`src/rtl/icetap_jtag_master_pkg.sv`:
```
// Shared command codes and FSM state encoding for the icetap JTAG master.
package icetap_jtag_master_pkg;

    localparam logic [1:0] JTAG_MASTER_CMD_RESET = 2'd0;
    localparam logic [1:0] JTAG_MASTER_CMD_IR    = 2'd1;
    localparam logic [1:0] JTAG_MASTER_CMD_DR    = 2'd2;

    localparam int TLR_TICKS = 5;

    typedef enum logic [3:0] {
        ST_IDLE,
        ST_TLR,
        ST_RTI,
        ST_SEL_DR,
        ST_SEL_IR,
        ST_CAPTURE,
        ST_SHIFT,
        ST_UPDATE,
        ST_DONE,
        ST_RESP
    } jtag_state_e;

endpackage

```
`src/rtl/icetap_tck_gen.sv`:
```
// TCK divider: low phase then high phase of TCK_DIV clk cycles each while enabled.
module icetap_tck_gen #(
    parameter int TCK_DIV = 2
) (
    input  logic clk,
    input  logic reset_,
    input  logic en,
    output logic tck,
    output logic tick_fall,
    output logic tick_rise
);

    localparam int CNT_W = $clog2(2 * TCK_DIV);
    localparam logic [CNT_W-1:0] RISE_AT = CNT_W'(TCK_DIV - 1);
    localparam logic [CNT_W-1:0] FALL_AT = CNT_W'(2 * TCK_DIV - 1);

    logic [CNT_W-1:0] cnt;

    assign tick_rise = en && (cnt == RISE_AT);
    assign tick_fall = en && (cnt == FALL_AT);

    always_ff @(posedge clk or negedge reset_) begin
        if (!reset_) begin
            cnt <= '0;
            tck <= 1'b0;
        end else if (!en) begin
            cnt <= '0;
            tck <= 1'b0;
        end else if (tick_fall) begin
            cnt <= '0;
            tck <= 1'b0;
        end else begin
            cnt <= cnt + 1'b1;
            if (tick_rise)
                tck <= 1'b1;
        end
    end

endmodule

```
`src/rtl/icetap_jtag_master.sv`:
```
// Host-side JTAG initiator: RESET / IR / DR commands to TCK/TMS/TDI with TDO capture.
// Optional TDO capture path: ICETAP_JTAG_MASTER_TDO_CAPTURE_EN (undefined = write-only master).
module icetap_jtag_master
    import icetap_jtag_master_pkg::*;
#(
    parameter int MAX_LEN = 32,
    parameter int TCK_DIV = 2,
    parameter int LEN_W   = $clog2(MAX_LEN + 1)
) (
    input  logic               clk,
    input  logic               reset_,
    input  logic               cmd_valid,
    output logic               cmd_ready,
    input  logic [1:0]         cmd_type,
    input  logic [LEN_W-1:0]   cmd_len,
    input  logic [MAX_LEN-1:0] cmd_data,
    output logic               rsp_valid,
    output logic [MAX_LEN-1:0] rsp_data,
    output logic               busy,
    output logic               jtag_tck,
    output logic               jtag_tms,
    output logic               jtag_tdi,
    input  logic               jtag_tdo
);

    localparam int IDX_W = (MAX_LEN > 1) ? $clog2(MAX_LEN) : 1;

    jtag_state_e        state;
    logic [2:0]         sub_cnt;
    logic [IDX_W-1:0]   bit_idx;
    logic [IDX_W-1:0]   nxt_idx;
    logic [IDX_W-1:0]   last_q;
    logic [1:0]         type_q;
    logic [MAX_LEN-1:0] data_q;
    logic               tap_known;
    logic               tck_en;
    logic               tick_fall;
    logic               tick_rise;
    logic               cmd_accept;

    // Zero-length scans shift one bit; oversize scans clamp to MAX_LEN.
    function automatic logic [IDX_W-1:0] last_index(input logic [LEN_W-1:0] len);
        if (len == '0)
            return '0;
        else if (len > LEN_W'(MAX_LEN))
            return IDX_W'(MAX_LEN - 1);
        else
            return IDX_W'(len - 1'b1);
    endfunction

    assign cmd_accept = cmd_valid && cmd_ready;
    assign busy       = !cmd_ready;
    assign nxt_idx    = bit_idx + 1'b1;

    icetap_tck_gen #(
        .TCK_DIV (TCK_DIV)
    ) u_tck_gen (
        .clk       (clk),
        .reset_    (reset_),
        .en        (tck_en),
        .tck       (jtag_tck),
        .tick_fall (tick_fall),
        .tick_rise (tick_rise)
    );

    always_ff @(posedge clk) begin
        if (cmd_accept)
            data_q <= cmd_data;
    end

    // Each state is one TCK tick; TMS/TDI for the next tick are set on tick_fall.
    always_ff @(posedge clk or negedge reset_) begin
        if (!reset_) begin
            state     <= ST_IDLE;
            sub_cnt   <= '0;
            bit_idx   <= '0;
            last_q    <= '0;
            type_q    <= JTAG_MASTER_CMD_RESET;
            tap_known <= 1'b0;
            tck_en    <= 1'b0;
            cmd_ready <= 1'b1;
            rsp_valid <= 1'b0;
            jtag_tms  <= 1'b1;
            jtag_tdi  <= 1'b0;
        end else begin
            rsp_valid <= 1'b0;
            case (state)
                ST_IDLE: begin
                    if (cmd_accept) begin
                        cmd_ready <= 1'b0;
                        type_q    <= cmd_type;
                        last_q    <= last_index(cmd_len);
                        sub_cnt   <= '0;
                        case (cmd_type)
                            JTAG_MASTER_CMD_RESET: begin
                                state    <= ST_TLR;
                                jtag_tms <= 1'b1;
                                tck_en   <= 1'b1;
                            end
                            JTAG_MASTER_CMD_IR, JTAG_MASTER_CMD_DR: begin
                                state    <= tap_known ? ST_SEL_DR : ST_TLR;
                                jtag_tms <= 1'b1;
                                tck_en   <= 1'b1;
                            end
                            default: state <= ST_RESP;
                        endcase
                    end
                end
                ST_RESP: begin
                    cmd_ready <= 1'b1;
                    rsp_valid <= 1'b1;
                    state     <= ST_IDLE;
                end
                default: begin
                    if (tick_fall) begin
                        case (state)
                            ST_TLR: begin
                                if (sub_cnt == 3'(TLR_TICKS - 1)) begin
                                    state    <= ST_RTI;
                                    jtag_tms <= 1'b0;
                                end else begin
                                    sub_cnt <= sub_cnt + 1'b1;
                                end
                            end
                            ST_RTI: begin
                                tap_known <= 1'b1;
                                if (type_q == JTAG_MASTER_CMD_RESET) begin
                                    state  <= ST_RESP;
                                    tck_en <= 1'b0;
                                end else begin
                                    state    <= ST_SEL_DR;
                                    jtag_tms <= 1'b1;
                                end
                            end
                            ST_SEL_DR: begin
                                sub_cnt <= '0;
                                if (type_q == JTAG_MASTER_CMD_IR) begin
                                    state    <= ST_SEL_IR;
                                    jtag_tms <= 1'b1;
                                end else begin
                                    state    <= ST_CAPTURE;
                                    jtag_tms <= 1'b0;
                                end
                            end
                            ST_SEL_IR: begin
                                sub_cnt  <= '0;
                                state    <= ST_CAPTURE;
                                jtag_tms <= 1'b0;
                            end
                            // Two TMS=0 ticks: enter Capture, then Capture -> Shift.
                            ST_CAPTURE: begin
                                if (sub_cnt == '0) begin
                                    sub_cnt <= 3'd1;
                                end else begin
                                    state    <= ST_SHIFT;
                                    bit_idx  <= '0;
                                    jtag_tdi <= data_q[0];
                                    jtag_tms <= (last_q == '0);
                                end
                            end
                            ST_SHIFT: begin
                                if (bit_idx == last_q) begin
                                    state    <= ST_UPDATE;
                                    jtag_tms <= 1'b1;
                                    jtag_tdi <= 1'b0;
                                end else begin
                                    bit_idx  <= nxt_idx;
                                    jtag_tdi <= data_q[nxt_idx];
                                    jtag_tms <= (nxt_idx == last_q);
                                end
                            end
                            ST_UPDATE: begin
                                state    <= ST_DONE;
                                jtag_tms <= 1'b0;
                            end
                            ST_DONE: begin
                                state  <= ST_RESP;
                                tck_en <= 1'b0;
                            end
                            default: ;
                        endcase
                    end
                end
            endcase
        end
    end

`ifdef ICETAP_JTAG_MASTER_TDO_CAPTURE_EN
    logic [MAX_LEN-1:0] cap_q;
    logic [MAX_LEN-1:0] rsp_q;

    always_ff @(posedge clk) begin
        if (cmd_accept)
            cap_q <= '0;
        else if (state == ST_SHIFT && tick_rise)
            cap_q[bit_idx] <= jtag_tdo;
    end

    always_ff @(posedge clk or negedge reset_) begin
        if (!reset_)
            rsp_q <= '0;
        else if (state == ST_RESP)
            rsp_q <= cap_q;
    end

    assign rsp_data = rsp_q;
`else
    logic unused_tdo;
    assign unused_tdo = jtag_tdo | tick_rise;
    assign rsp_data   = '0;
`endif

endmodule

```
`config.mk`:
```
export PLATFORM = sky130hd
export DESIGN_NAME = icetap_jtag_master
export DESIGN_NICKNAME = d
export VERILOG_FILES = /design/src/rtl/icetap_jtag_master_pkg.sv /design/src/rtl/icetap_tck_gen.sv /design/src/rtl/icetap_jtag_master.sv
export SDC_FILE = /design/constraint.sdc
export NUM_CORES = 1
export LEC_CHECK = 0
export ABC_AREA = 1
export BUFFER_PORTS_ARGS = -buffer_cell sky130_fd_sc_hd__clkbuf_2
export CAP_MARGIN = 40
export CORE_ASPECT_RATIO = 0.6
export CORE_MARGIN = 8
export CORE_UTILIZATION = 35
export CTS_CLUSTER_SIZE = 10
export DETAILED_ROUTE_END_ITERATION = 10
export GPL_TIMING_DRIVEN = 0
export PLACE_DENSITY = 0.54
export SYNTH_ARGS = -nofsm -noshare
export SYNTH_HDL_FRONTEND = slang
export SYNTH_SLANG_ARGS = --single-unit
export TNS_END_PERCENT = 1
```
`constraint.sdc`:
```
create_clock -name clk -period 3.8 [get_ports clk]
set_clock_uncertainty 0.05 [all_clocks]
set_input_delay 0 -clock clk [delete_from_list [all_inputs] [get_ports clk]]
set_output_delay 0 -clock clk [all_outputs]
set_load 0.05 [all_outputs]
```
* Word-level counts from Yosys, hierarchy flattened *
Index checks and enable logic that the tools add are counted.

storage, ports and cells
  register bits after elaboration = 60
  input bits = 44
  output and inout bits = 38
  word-level logic and storage cells = 134

cells by class
  add/subtract/negate cells = 4
  magnitude comparators = 2
  eq/ne operators = 31
  muxes and demuxes = 49
  bitwise operators = 2
  reduce and logical (&&, ||, !) cells = 32

operators with widths
  kind                                                             count
  4-bit one-hot mux with 8 select lines                            1
  4-bit two-way mux                                                6
  5-bit two-way mux                                                4
  1-bit two-way mux                                                19
  3-bit != test, second input constant                             6
  6-bit AND reduction                                              3
  4-bit by 3-bit == test with 1-bit output, second input constant  4
  4-bit one-hot mux with 2 select lines                            2
  3-bit two-way mux                                                4
  5-bit == test                                                    2
  1-bit one-hot mux with 2 select lines                            5
  5-bit one-hot mux with 2 select lines                            1
  10-bit nonzero test                                              1
  3-bit one-hot mux with 3 select lines                            1
  4-bit by 2-bit == test with 1-bit output, second input constant  2
  4-bit == test, second input constant                             2
  2-bit != test, second input constant                             4
  4-bit != test, second input constant                             2
  8-bit AND reduction                                              1
  2-bit OR reduction                                               4
  7-bit nonzero test                                               1
  2-bit by 1-bit == test with 1-bit output, second input constant  3
  6-bit greater-than comparator, second input constant             1
  6-bit zero test                                                  1
  29 further kinds                                                 40

* Logic depth before layout (Yosys ltp) *
Gate-level depths: netlist (run 1).

  depth after elaboration = 6
  depth in mapped cells = 12
  depth with buffers taken out = 12

* By module *
A second synthesis (run 1) with hierarchy kept.

second synthesis, totals
  cell total of the unflattened synthesis = 414
  area, all modules = 3515.9 µm²

modules (own cells, without submodules)
  module              instances  cells each  area an instance (µm²)  sequential area each (µm²)
  icetap_jtag_master  1          398         3372.0                  1589.0
  icetap_tck_gen      1          16          143.9                   75.1

* Worst setup path after synthesis (run 1) *
OpenSTA, ideal clock, no wires.

  path type = flip-flop to flip-flop
  start point = register cmd_ready
  end point = register sub_cnt[1]
  setup time = 123 ps
  arrival time = 2170 ps
  setup slack = 1458 ps
  stages on the path, launching flop included = 8
  buffers on the path = 0
  cells stage by stage = dfstp_2 -> nand2_1 -> inv_1 -> nand2_1 -> a21oi_1 -> nand2_2 -> a21oi_1 -> a21oi_1

on the way
  cells in the longest elaborated chain, start to end = 3

RTL lines
  what                           line                       text
  start: declaration             icetap_jtag_master.sv:13   output logic cmd_ready,
  start signal: assignment       icetap_jtag_master.sv:81   cmd_ready <= 1'b1;
  start signal: assignment       icetap_jtag_master.sv:90   cmd_ready <= 1'b0;
  start signal: assignment       icetap_jtag_master.sv:110  cmd_ready <= 1'b1;
  1-bit logical AND              icetap_jtag_master.sv:51   assign cmd_accept = cmd_valid && cmd_ready;
  via cmd_accept                 icetap_jtag_master.sv:39   logic cmd_accept;
  2-bit != test (no line)        --
  6-bit AND reduction (no line)  --
  end signal: assignment         icetap_jtag_master.sv:122  sub_cnt <= sub_cnt + 1'b1;
  end: declaration               icetap_jtag_master.sv:29   logic [2:0] sub_cnt;

The timed path passes the listed nets, and every way through them passes these cells.
A chain may end at the register's enable or synchronous reset.

* Final worst setup path (run 1) *
Ends and elaborated chain as after synthesis.

==> results of run 1 <==
[cell usage in the layout, fill, tap and decap left out, types with 7 or more instances in the layout]
cell	netlist	final
nand2_1	101	101
inv_1	53	53
clkbuf_2	0	48
nand3_1	36	36
dlygate4sd3_1	0	35
nor2_1	32	32
buf_4	32	32
conb_1	1	32
edfxtp_1	32	32
dfrtp_1	26	26
o21ai_1	12	12
inv_2	9	9
xor2_1	9	9
clkbuf_16	0	9
a21oi_1	8	8
o21ai_0	8	8
ha_1	8	8
nor3_1	7	7
[report_power, final]
group	switching [mW]	internal (mW)
registers	0.00477	0.710
logic	0.117	0.0758
clock network	0.277	0.453
total	0.399	1.24
[cell families (layout without fill, tap and decap cells)]
logic type / after synthesis / after routing / share of synthesized area, %
other: 1 / 32 / 0.1072
xor gates and xnor gates: 15 / 15 / 3.754
adders and majority gates: 8 / 8 / 2.860
AOI/OAI and AO/OA: 39 / 39 / 6.364
buffers and inverters: 101 / 201 / 14.48
and+or+nand+nor: 194 / 194 / 24.88
DFF: 60 / 60 / 47.55
[per-stage QoR]
stage	area [µm²]	util [%]	instances	hold WS (ns)	total power [mW]
floorplan	3616	-	449	-0.3456	0.8476
global placement	4025	41.03	632	0.05606	0.8852
detailed placement	4053	41.31	633	0.05573	0.8890
CTS	4673	47.64	684	0.006953	1.653
global route	4673	47.64	684	0.03998	1.695
finish	4673	47.64	684	0.01693	1.638
[worst register-to-register path: cells and delay by family (launching register included)]
family          cells  cell delay [ns]
flops               1             0.54
compound gates      3             0.48
simple gates        3             0.47
buf+inv             1             0.45
[area by class of cell]
class,count,area (µm²)
multi-input cells,288,1445
inverters,63,236.5
fillers,934,5136
flip-flops and latches,60,1664
well taps,135,168.9
repair buffers,84,618.1
clock buffers,11,242.7
clock inverters,5,27.53
plain buffers,38,270.3
[sequential cells by signal, indices dropped and copies added, names as in the netlist]
name / cells
bit_idx: 5
cmd_ready: 1
data_q: 32
jtag_tdi: 1
jtag_tms: 1
last_q: 5
rsp_valid: 1
state: 4
sub_cnt: 3
tap_known: 1
tck_en: 1
type_q: 2
u_tck_gen.cnt: 2
u_tck_gen.tck: 1
[layer usage]
metal | track usage, % | vias up | routed length [µm]
met2 | 17.61 | 101 | 3214
met5 | 0 | - | 0
li1 | - | 1521 | -
met4 | 4.134 | 0 | 71
met1 | 17.75 | 1297 | 4347
met3 | 4.677 | 5 | 701
[path summary, 6_finish.rpt]
kind | end | depth (start not counted)
worst max-delay path | sub_cnt[1]$_DFFE_PN0P_ | 7
worst min-delay path | last_q[4]$_DFFE_PN0P_ | 5
worst max register to register | sub_cnt[1]$_DFFE_PN0P_ | 7
worst min register to register | tap_known$_DFFE_PN0P_ | 1
max in group asynchronous | last_q[1]$_DFFE_PN0P_ | 2
min in group asynchronous | sub_cnt[1]$_DFFE_PN0P_ | 2
[repair_timing]
| item | CTS | global route |
|---|---|---|
| hold buffers | 35 | 0 |
| endpoints found under the setup margin | 0 | 0 |
| endpoints found under the hold margin | 60 | 0 |
==> out/metrics.cfg, run 1 <==
[setup_path]
critPathTopFamily = flip-flops
crit_path_end_kind = register
path_cells = nand2_1 -> inv_1 -> nand2_1 -> a21oi_1 -> nand2_2 -> a21oi_1 -> a21oi_1
cp_max_fo = 14
crit_path_top_delay_cell = dfstp_2
reg2reg_slack_ns = 1.69
crit_start = cmd_ready$_DFFE_PN1P_
crit_path_frequent_cell = a21oi_1
reg2reg_from = cmd_ready$_DFFE_PN1P_
cpPeakStageDelay_ns = 0.54
arrival_ns = 2.27
start_kind = register
cp_data_required_time_ns = 3.96
path_buf_inv = 1
worstSetupPathType = register to register

[floorplan]
core_area_mm2 = 0.009809
fp.dieW_um = 145.1
die_y_um = 93.46
initial_core_util_pct = 35.68
num_io_pins = 82
die_area_mm2 = 0.01356
num_rows = 28

[sta]
setup_viol = 0
finalWorstSetupSlack_ns = 1.694
tightest_slew_ns = 0.7460
period_minus_slack_ns = 2.106
drv_slew = 0
grt_setup_unrepaired = no
period_share_pct = 55.42
finalSetupTns_ns = 0
relSlewSlack_pct = 50.27
hold_violations = 0
fmax_ghz = 0.4749

[detailed_routing]
drt_wl_total_mm = 8.334
vias_per_cell = 4.275
wire_per_inst_um = 12.18
dr.first_iter.drc_count = 131
vias = 2924
ant_nets = 0
dr.pass1.iters = 5
drc = 0

[global_routing]
antenna_found_initial = 0
grt_pass1_vias = 2894
grt_max_degree = 29
overflow = 0
grt_pass1_wl_mm = 13.97
grt.total_usage_pct = 12.69

[placement]
port_buffers = 48
preCtsSetupSlack_ns = 1.711
gp_congestion = 0.9192
dp_hpwl_mm = 6.383

[power_and_ir_drop]
p_per_area_mw_per_mm2 = 350.5
leakagePower_nw = 2.439
peakVddDrop_mv = 0.1926

[cts]
root_buffer = clkbuf_16
cts-buffers-inserted = 9
cts_sinks = 60
cts_post_setup_buffers_inserted = 0
clkTransAtPathRegs_ns = 0.06
htree_levels = 3
cts_buffer_depth = 2
clkLatencyLatePin_ns = 0.32
cts_resized = 0
cts_tree = built

[yosys]
synthTopCellsByArea = edfxtp_1 (27%), dfrtp_1 (19%), nand2_1 (11%)
yosys.area.top_type_share_pct = 27.46
synth.most_common_cell = nand2_1
synthFlopType = edfxtp_1
synth_edf_count = 32
ys_warn_count = 0
avgSynthCellArea_um2 = 8.372
synth_cell_types = 35
synthArstFlopShare_pct = 46.67
synth_common_cells = nand2_1 (101), inv_1 (53), nand3_1 (36)
syn_area_mm2 = 0.003500
synth_cells = 418
ys_seq_elements = 60
seq_area_frac_synth_pct = 47.55
synth_top_area_cell = edfxtp_1

[min_path]
hold_class = input port to register
hold_start = cmd_len[4]

[final_layout]
n_antenna_cell = 0
fin_nets = 596
drive_gt1_share_pct = 23.32
area_growth_pct = 33.54

[flow_run]
drv_cap = 0

[status]
outcome = completed

Note: power is estimated with default switching activity, not from simulation.
==> run 2, diff against run 1 <==
Clock period 3.8 ns to 2.01 ns, I/O delays scaled along.
==> run 2 against run 1 <==
Via count decreased by 0.41%. Critical path depth is 4 higher. Clock power rose by 110%. Global-route usage up 0.67 points. Worst hold slack got worse by 0.0046 ns. Design area grew 0.64%. Core utilization is 0.31 points higher. Clock-buffer cell count up 3. Routed wire length grew 4.5%. Register-to-register slack lost 1.5 ns. Non-clock buffer count grew 1. Critical path type unchanged. Largest power group unchanged.
==> out/metrics.cfg, run 2 (same netlist as run 1, synthesis figures left out) <==
[status]
outcome = completed

[power_and_ir_drop]
p_switching_uw = 748.6  ; +88%
switching_share_pct = 23.22  ; -1.1 points
leakagePower_nw = 2.437  ; about the same
p_seq_share_pct = 41.9  ; -1.7 points
power.internal_mw = 2.475  ; +100%
p_per_area_mw_per_mm2 = 685.5  ; +96%
combPwrFrac_pct = 11.3  ; -0.5 points
power_frac_clock_pct = 46.8  ; +2.2 points
total_power_mw = 3.224  ; +97%
peakVddDrop_mv = 0.4379  ; +130%

[cts]
clkTransAtPathRegs_ns = 0.05  ; about the same
cts_tree = built
cts_sinks = 60  ; unchanged
cts_buffer_depth = 2  ; unchanged
htree_levels = 3  ; unchanged
root_buffer = clkbuf_16
clkLatencyLatePin_ns = 0.33  ; about the same
cts-buffers-inserted = 9  ; unchanged

[setup_path]
reg2reg_from = bit_idx[0]$_DFFE_PN0P_
worstSetupPathType = register to register
cpPeakStageDelay_ns = 0.45  ; -0.09 ns
start_kind = register
crit_path_end_kind = register
crit_path_top_delay_cell = dfrtp_1
reg2reg_depth = 11  ; +4
r2r-end = jtag_tdi$_DFFE_PN0P_
cp_max_fo = 10  ; -4
arrival_ns = 2.05  ; -0.22 ns
cp_data_required_time_ns = 2.22  ; -1.74 ns
crit_path_frequent_cell = nand2_1
path_cells = ha_1 -> buf_2 -> inv_4 -> nand3_1 -> nand2_1 -> nand2_1 -> nand2_1 -> nand2_1 -> nand3_1 -> nand3_1 -> a21oi_1
reg2reg_slack_ns = 0.17  ; -1.53 ns

[floorplan]
core_area_mm2 = 0.009809  ; unchanged
die_area_mm2 = 0.01356  ; unchanged
num_rows = 28  ; unchanged
num_io_pins = 82  ; unchanged
fp.dieW_um = 145.1  ; unchanged
initial_core_util_pct = 35.68  ; unchanged
die_y_um = 93.46  ; unchanged

[sta]
grt_setup_unrepaired = no
period_share_pct = 91.63  ; +36 points
period_minus_slack_ns = 1.842  ; -0.2643 ns
finalWorstSetupSlack_ns = 0.1683  ; -1.526 ns
drv_slew = 0  ; unchanged
fmax_ghz = 0.5430  ; +14%
relSlewSlack_pct = 49.69  ; -0.58 points
setup_viol = 0  ; unchanged
hold_violations = 0  ; unchanged
tightest_slew_ns = 0.7546  ; +0.008637 ns
finalSetupTns_ns = 0  ; unchanged
holdWs_ns = 0.01231  ; -0.004622 ns

[placement]
placed_cell_area_mm2 = 0.004031  ; -0.52%
gp_congestion = 0.8605  ; -6.4%
preCtsSetupSlack_ns = -0.1447  ; -1.856 ns
dp.cells = 632  ; -0.16%
dp_hpwl_mm = 6.350  ; -0.53%
port_buffers = 48  ; unchanged

[final_layout]
area_growth_pct = 34.39
fin_nets = 598  ; +0.34%
drive_gt1_share_pct = 23.77  ; +0.46 points
largest_reg_flops = 32  ; unchanged
reg.largest.list = data_q x32, bit_idx x5, last_q x5
postLayoutCellArea_mm2 = 0.004703  ; +0.64%
fin_cells = 686  ; +0.29%
regMostFlops = data_q
finish.utilization_pct = 47.95  ; +0.31 points
final_common_cell = nand2_1
n_antenna_cell = 0  ; unchanged
layout_common_cells = nand2_1 (100), inv_1 (52), clkbuf_2 (48), nand3_1 (36), dlygate4sd3_1 (36)

[min_path]
holdPathEnd = last_q[0]$_DFFE_PN0P_
hold_depth = 4  ; -1
hold_start = cmd_len[0]
hold_class = input port to register

[global_routing]
grt_max_degree = 29  ; unchanged
grt_pass1_wl_mm = 14.50  ; +3.9%
antenna_found_initial = 0  ; unchanged
grt_pass1_vias = 2893  ; -0.035%
overflow = 0  ; unchanged
grt.total_usage_pct = 13.36  ; +0.67 points

[detailed_routing]
wire_per_inst_um = 12.69  ; +4.2%
dr.first_iter.drc_count = 199  ; +52%
dr.pass1.iters = 4  ; -1
vias_per_cell = 4.245  ; -0.70%
drt_wl_total_mm = 8.707  ; +4.5%
vias = 2912  ; -0.41%
drc = 0  ; unchanged
ant_nets = 0  ; unchanged

[flow_run]
drv_cap = 0  ; unchanged

run 2: cell count changes in the layout (fill, tap and decap cells not counted), sizes merged:
cell | before | now
clkinvlp | 0 | 2
dlygate4sd3 | 35 | 36
clkbuf | 59 | 62
bufinv | 0 | 1
clkinv | 6 | 1
run 2: metal layers:
| layer | share of wire, % | track usage (%) |
|---|---|---|
| met5 | 0 | 0 |
| met4 | 1.6 | 5.426 |
| met3 | 7.1 | 3.905 |
| met2 | 40 | 18.89 |
| met1 | 51 | 18.67 |
run 2: final cells by class:
| cell class | count | area, µm² |
|---|---|---|
| Timing Repair inverter | 1 | 5.005 |
| Sequential cell | 60 | 1664 |
| Multi-Input combinational cell | 288 | 1455 |
| Clock inverter | 2 | 35.03 |
| Inverter | 63 | 242.7 |
| Tap cell | 135 | 168.9 |
| Clock buffer | 14 | 254.0 |
| Fill cell | 969 | 5106 |
| Buffer | 38 | 270.3 |
| Timing Repair Buffer | 85 | 608.1 |
run 2: worst max path at each step:
stage	cells after the start	from	endpoint
global placement	6	cmd_ready$_DFFE_PN1P_	last_q[2]$_DFFE_PN0P_
floorplan	7	cmd_ready$_DFFE_PN1P_	sub_cnt[1]$_DFFE_PN0P_
global route	9	state[2]$_DFFE_PN0P_	bit_idx[2]$_DFFE_PN0P_
detailed placement	6	cmd_ready$_DFFE_PN1P_	last_q[3]$_DFFE_PN0P_
CTS	7	cmd_ready$_DFFE_PN1P_	sub_cnt[1]$_DFFE_PN0P_
finish	11	bit_idx[0]$_DFFE_PN0P_	jtag_tdi$_DFFE_PN0P_
run 2: power by group through the flow:
stage / registers [mW] / clock network [mW] / logic [mW]
floorplan: 1.37 / 0 / 0.232
global placement: 1.37 / 0 / 0.300
detailed placement: 1.37 / 0 / 0.302
CTS: 1.35 / 1.56 / 0.360
global route: 1.35 / 1.61 / 0.394
finish: 1.35 / 1.51 / 0.364
run 2: critical path: cells and delay by family (launching register included):
| family | cells | cell delay [ns] |
|---|---|---|
| AOI/OAI and AO/OA | 1 | 0.12 |
| buffers and inverters | 2 | 0.35 |
| DFF | 1 | 0.45 |
| and+or+nand+nor | 7 | 0.50 |
| adders and majority gates | 1 | 0.31 |
run 2: repair_timing:
action,CTS,global route
setup buffers,0,1
setup endpoints to repair,9,8
resized for setup,1,2
hold buffers,36,0
gates cloned,1,0
endpoints found under the hold margin,61,0
